`src/rtl/classify_ctrl_if.sv`:
```
// classify_ctrl_if: handshake bundle between the classification controller,
// its host (start / result side) and the row multiplier (launch / done_row side).
interface classify_ctrl_if;
    logic        start;
    logic [15:0] row_result;
    logic        overflow;
    logic        done_row;
    logic [3:0]  row_select;
    logic        begin_mult;
    logic        busy;
    logic        done;
    logic [3:0]  digit;
    logic [15:0] max_value;
    logic        error;

    // Environment side: requests classifications and models the multiplier.
    modport master (
        output start, row_result, overflow, done_row,
        input  row_select, begin_mult, busy, done, digit, max_value, error
    );

    // Controller side.
    modport slave (
        input  start, row_result, overflow, done_row,
        output row_select, begin_mult, busy, done, digit, max_value, error
    );
endinterface

```
`src/rtl/classify_ctrl.sv`:
```
// classify_ctrl: scores NUM_ROWS multiplier rows one at a time and reports the
// index and score of the highest row (ties keep the lower index). A row whose
// done_row never arrives within TIMEOUT_CYCLES aborts the run with error=1.
// Optional feature macro: CLASSIFY_SATURATE_EN -- when defined, a row reported
// with overflow=1 is scored as 16'hFFFF instead of its raw row_result.
module classify_ctrl #(
    parameter int NUM_ROWS       = 10,
    parameter int TIMEOUT_CYCLES = 1023
) (
    input  logic                 clk,
    input  logic                 n_rst,
    classify_ctrl_if.slave       bus
);

    localparam int         TW       = (TIMEOUT_CYCLES < 2) ? 1 : $clog2(TIMEOUT_CYCLES);
    localparam logic [TW-1:0] TO_LAST = TW'(TIMEOUT_CYCLES - 1);
    localparam logic [3:0] LAST_ROW = 4'(NUM_ROWS - 1);

    typedef enum logic [2:0] {
        ST_IDLE     = 3'd0,
        ST_LAUNCH   = 3'd1,
        ST_WAIT_ROW = 3'd2,
        ST_COMPARE  = 3'd3,
        ST_FINISH   = 3'd4
    } state_t;

    state_t          r_state;
    state_t          w_state_next;
    logic [3:0]      r_row_idx;
    logic [3:0]      w_row_idx_next;
    logic [TW-1:0]   r_timeout;
    logic [TW-1:0]   w_timeout_next;
    logic [15:0]     r_score;
    logic [15:0]     w_score_next;
    logic [3:0]      r_digit;
    logic [3:0]      w_digit_next;
    logic [15:0]     r_max_value;
    logic [15:0]     w_max_value_next;
    logic            r_error;
    logic            w_error_next;
    logic            r_begin_mult;
    logic            r_busy;
    logic            r_done;
    logic [15:0]     w_capture;

`ifdef CLASSIFY_SATURATE_EN
    assign w_capture = bus.overflow ? 16'hFFFF : bus.row_result;
`else
    assign w_capture = bus.row_result;
`endif

    // Next-state and datapath update decode for the classification sequence.
    always_comb begin
        w_state_next     = r_state;
        w_row_idx_next   = r_row_idx;
        w_timeout_next   = r_timeout;
        w_score_next     = r_score;
        w_digit_next     = r_digit;
        w_max_value_next = r_max_value;
        w_error_next     = r_error;
        case (r_state)
            ST_IDLE: begin
                if (bus.start) begin
                    w_row_idx_next   = 4'd0;
                    w_digit_next     = 4'd0;
                    w_max_value_next = 16'd0;
                    w_error_next     = 1'b0;
                    w_state_next     = ST_LAUNCH;
                end else begin
                    w_state_next     = ST_IDLE;
                end
            end
            ST_LAUNCH: begin
                w_timeout_next = '0;
                w_state_next   = ST_WAIT_ROW;
            end
            ST_WAIT_ROW: begin
                if (bus.done_row) begin
                    w_score_next = w_capture;
                    w_state_next = ST_COMPARE;
                end else if (r_timeout == TO_LAST) begin
                    // Row never answered: abort, keep the best result so far.
                    w_error_next = 1'b1;
                    w_state_next = ST_FINISH;
                end else begin
                    w_timeout_next = r_timeout + TW'(1);
                end
            end
            ST_COMPARE: begin
                if ((r_row_idx == 4'd0) || (r_score > r_max_value)) begin
                    w_digit_next     = r_row_idx;
                    w_max_value_next = r_score;
                end else begin
                    w_digit_next     = r_digit;
                end
                if (r_row_idx == LAST_ROW) begin
                    w_state_next   = ST_FINISH;
                end else begin
                    w_row_idx_next = r_row_idx + 4'd1;
                    w_state_next   = ST_LAUNCH;
                end
            end
            ST_FINISH: begin
                w_state_next = ST_IDLE;
            end
            default: begin
                w_state_next = ST_IDLE;
            end
        endcase
    end

    // State, datapath and registered status outputs (decoded from next state).
    always_ff @(posedge clk or negedge n_rst) begin
        if (!n_rst) begin
            r_state      <= ST_IDLE;
            r_row_idx    <= 4'd0;
            r_timeout    <= '0;
            r_score      <= 16'd0;
            r_digit      <= 4'd0;
            r_max_value  <= 16'd0;
            r_error      <= 1'b0;
            r_begin_mult <= 1'b0;
            r_busy       <= 1'b0;
            r_done       <= 1'b0;
        end else begin
            r_state      <= w_state_next;
            r_row_idx    <= w_row_idx_next;
            r_timeout    <= w_timeout_next;
            r_score      <= w_score_next;
            r_digit      <= w_digit_next;
            r_max_value  <= w_max_value_next;
            r_error      <= w_error_next;
            r_begin_mult <= (w_state_next == ST_LAUNCH);
            r_busy       <= (w_state_next != ST_IDLE);
            r_done       <= (w_state_next == ST_FINISH);
        end
    end

    assign bus.row_select = r_row_idx;
    assign bus.begin_mult = r_begin_mult;
    assign bus.busy       = r_busy;
    assign bus.done       = r_done;
    assign bus.digit      = r_digit;
    assign bus.max_value  = r_max_value;
    assign bus.error      = r_error;

endmodule

```
`src/flat_wrapper.sv`:
```
// flat-port wrapper written by rule: the top's interface ports become plain ports
module classify_ctrl_flat 
#(
    parameter int NUM_ROWS       = 10,
    parameter int TIMEOUT_CYCLES = 1023
)
  (clk, n_rst, bus_start, bus_row_result, bus_overflow, bus_done_row, bus_row_select, bus_begin_mult, bus_busy, bus_done, bus_digit, bus_max_value, bus_error);
  classify_ctrl_if bus_i ();
  input  logic clk;
  input  logic n_rst;
  input wire logic [$bits(bus_i.start)-1:0] bus_start;
  input wire logic [$bits(bus_i.row_result)-1:0] bus_row_result;
  input wire logic [$bits(bus_i.overflow)-1:0] bus_overflow;
  input wire logic [$bits(bus_i.done_row)-1:0] bus_done_row;
  output wire logic [$bits(bus_i.row_select)-1:0] bus_row_select;
  output wire logic [$bits(bus_i.begin_mult)-1:0] bus_begin_mult;
  output wire logic [$bits(bus_i.busy)-1:0] bus_busy;
  output wire logic [$bits(bus_i.done)-1:0] bus_done;
  output wire logic [$bits(bus_i.digit)-1:0] bus_digit;
  output wire logic [$bits(bus_i.max_value)-1:0] bus_max_value;
  output wire logic [$bits(bus_i.error)-1:0] bus_error;
  assign bus_i.start = bus_start;
  assign bus_i.row_result = bus_row_result;
  assign bus_i.overflow = bus_overflow;
  assign bus_i.done_row = bus_done_row;
  assign bus_row_select = bus_i.row_select;
  assign bus_begin_mult = bus_i.begin_mult;
  assign bus_busy = bus_i.busy;
  assign bus_done = bus_i.done;
  assign bus_digit = bus_i.digit;
  assign bus_max_value = bus_i.max_value;
  assign bus_error = bus_i.error;
  classify_ctrl #(.NUM_ROWS(NUM_ROWS), .TIMEOUT_CYCLES(TIMEOUT_CYCLES)) u_core (.clk(clk), .n_rst(n_rst), .bus(bus_i));
endmodule
```
`config.mk`:
```
export PLATFORM = sky130hd
export DESIGN_NAME = classify_ctrl_flat
export DESIGN_NICKNAME = d
export VERILOG_FILES = /design/src/rtl/classify_ctrl_if.sv /design/src/rtl/classify_ctrl.sv /design/src/flat_wrapper.sv
export SDC_FILE = /design/constraint.sdc
export NUM_CORES = 1
export LEC_CHECK = 0
export BUFFER_PORTS_ARGS = -buffer_cell sky130_fd_sc_hd__buf_4
export CAP_MARGIN = 10
export CORE_AREA = 2 2 75 77
export DETAILED_ROUTE_END_ITERATION = 7
export DIE_AREA = 0 0 77 79
export PLACE_DENSITY = 0.78
export SLEW_MARGIN = 20
export SYNTH_ARGS = -nofsm -noshare
export SYNTH_HDL_FRONTEND = slang
export SYNTH_SLANG_ARGS = --single-unit
```
`constraint.sdc`:
```
create_clock -name clk -period 2.31 [get_ports clk]
set_input_delay 0.231 -clock clk [delete_from_list [all_inputs] [get_ports clk]]
set_output_delay 0.231 -clock clk [all_outputs]
set_load 0.05 [all_outputs]
```
==> out/qor.yml <==
global_routing:
  antenna_found_initial: 0
  grt_pass1_vias: 2175
  grt_max_degree: 58
  grt_pass1_wl_um: 9960
  track_usage: 0.210
  grt_overflow_total: 0
layout:
  diodes: 0
  fin_nets: 373
  layout_commonest_cell: "buf_4"
  drive_gt1_frac: 0.324
  area_delta_synth_final_pct: 29.0
  seq_area_um2: 1440
  nFillCells: 402
  instances_no_fill: 408
  final_area_um2: 3690
  multiInputGateArea_um2: 1370
  layout_common_cells: "buf_4 (58), dfrtp_1 (48), nand2_1 (30)"
timing:
  slew_viol_final: 0
  hold_viol: 0
  max_freq_mhz: 451
  fin_crit_sh: 0.960
  setup_viol: 0
  tightest_slew_ns: 0.846
  fin_skew_ns: 0.00839
  period_needed_ns: 2.22
  max_slew_margin: 0.431
  setup_ws_ns: 0.0913
clock_tree:
  insertion_delay_ns: 0.33
  cts_inserted_buffers: 9
  cts_tree: "yes"
  root_buffer: "clkbuf_8"
  ctsHtreeMaxLevel: 3
  clk_pin_slew_ns: 0.07
  cts.path.max_buffers: 2
  clock-sinks: 57
route:
  final_antenna_net_count: 0
  viasPerCell: 5.29
  drcViolationCount: 0
  drt_iter0_drc: 113
  wl_per_cell_um: 14.5
  drt_pass1_iterations: 4
  routed_wl_um: 5900
  vias: 2157
synthesis:
  async_flop_share: 1.00
  ys_ff_latch: 57
  synth_mux_area_frac: 0.134
  ys_seq_area_frac: 0.499
  synth_compound_area_frac: 0.0661
  yosysTopAreaCell: "dfrtp_1"
  syn_area_um2: 2860
  synth_edf_count: 0
  synth_adder_area_share: 0.0919
  synth_top_family_by_area: "simple AND/OR/NAND/NOR gates"
  synth-simple-area-share: 0.146
  synth_nets: 308
  synth_xor_area_frac: 0.0214
  ys_types: 40
  yosys.area.top_type_share: 0.499
  synth.area.top_cells: "dfrtp_1 (50%), ha_1 (9.2%), mux2i_1 (6.3%), mux2_2 (5.9%), nand2_1 (3.9%)"
  synth_ff_type: "dfrtp_1"
  syn_avg_cell_area_um2: 10.8
  yosysWarningCount: 0
  synthCells: 266
critical_path:
  critical_path.top_delay_family: "simple AND/OR/NAND/NOR gates"
  critPathRequiredTime_ns: 2.53
  critPathKind: "register to register"
  crit_cells: 7
  slowest_delay_ns: 0.40
  r2r-start: "u_core.r_score[15]"
  critPathLaunch: "u_core.r_score[15]"
  path_buf_inv: 1
  crit_arrival_ns: 2.44
  cp-end-kind: "register"
  r2r_slack_ns: 0.09
  crit_slowest_cell: "dfrtp_1"
  endpoint: "u_core.bus.digit[0]"
  rr_endpoint: "u_core.bus.digit[0]"
  cp-start-kind: "register"
  reg2reg_depth: 7
  crit_chain: "ha_1 -> nand4_1 -> nor4_4 -> o21ai_2 -> a31oi_4 -> buf_6 -> mux2_1"
  critPathMaxFanout: 6
run_status:
  status: "finished, final reports clean"
pwr:
  powerDensity_nw_per_um2: 1300
  leakagePower_nw: 1.72
  vdd.ir_drop.worst_mv: 0.870
place:
  hpwl_um: 3870
  placed_area_um2: 3360
  gp_congestion: 0.774
  dp_slack_ns: 0.0461
  io_buffers: 47
  dp_cells: 389
floorplan:
  core-area_um2: 5340
  dieArea_um2: 6080
  start_util: 0.536
  die_x_um: 77
  ios: 49
  row_count: 27
  die_h_um: 79
worst_hold_path:
  hold_path.class: "primary input to register"
  hold_start: "bus_row_result[9]"
job:
  cap_violations: 0
registers in the layout, indices dropped and copies added, names as in the netlist:
name,cells
u_core.bus.error,1
u_core.r_timeout,10
u_core.bus.max_value,16
u_core.bus.busy,1
u_core.r_state,3
u_core.bus.row_select,4
u_core.bus.done,1
u_core.bus.digit,4
u_core.r_score,16
u_core.bus.begin_mult,1
worst register-to-register path, delay by kind of cell, from the launching register on:
family	cells	cell delay [ns]
adder cells (fa/ha/maj)	1	0.29
multiplexers	1	0.31
AND/OR/NAND/NOR	2	0.58
buffers and inverters	1	0.16
flip-flops	1	0.40
AO/OA/AOI/OAI	2	0.36
metrics by stage:
stage,setup TNS (ns),utilization,hold WS (ns),power (mW)
6_report,0,0.691,0.127,4.81
5_1_grt,-0.00488,0.691,0.121,5.11
2_1_floorplan,0,-,-0.0646,2.92
4_1_cts,0,0.678,0.117,4.68
3_3_place_gp,0,0.630,0.328,3.46
3_5_place_dp,0,0.630,0.329,3.51
cell type report:
cell class              instances  area share
repair buffers                 61       0.127
flip-flops and latches         57       0.390
multi-input cells             180       0.371
inverters                      22      0.0224
well taps                      72      0.0244
clock inverters                 6      0.0285
clock buffers                  10      0.0373
Yosys cell counts (5+ instances only):
cell     instances
ha_1            21
nor3_1           5
o21ai_0         14
nor2_1          19
dfrtp_1         57
nand2_1         30
inv_1           22
nand3_1          5
mux2_2          15
mux2i_1         18
a21oi_1          8
timing repair:
item                                    CTS  global route
resized for setup                         0            12
pin swaps                                 1             3
hold buffers                              1             0
gates cloned                              0             1
hold endpoints to repair                 57             0
endpoints found under the setup margin    2            18
buffers inserted                          0             1
routing by layer:
metal,track usage,vias up,share of wire
met5,0,-,0
met4,0.0696,0,0.011
met3,0.0568,7,0.046
met2,0.363,48,0.51
met1,0.258,1057,0.43
li1,-,1045,-
cell families after synthesis:
logic type / after synthesis
flops: 57
xor+xnor: 7
buf+inv: 29
compound gates: 31
simple gates: 85
mux: 36
fa+ha+maj: 21
worst min path at each step:
stage / to / slack [ns] / cells after the start
detailed placement: u_core.r_score[8] / 0.33 / 1
floorplan: u_core.bus.begin_mult / -0.06 / 0
CTS: u_core.r_score[9] / 0.12 / 2
finish: u_core.r_score[9] / 0.13 / 2
global route: u_core.r_score[9] / 0.12 / 2
global placement: u_core.r_score[8] / 0.33 / 1
power breakdown:
part	internal [mW]	switching, mW	leakage (nW)	total [mW]
combinational	0.926	1.24	0.861	2.17
clock	0.740	0.402	0.126	1.14
sequential	1.28	0.210	0.730	1.49
total	2.95	1.86	1.72	4.81
Power figures use the tool's default switching activity.
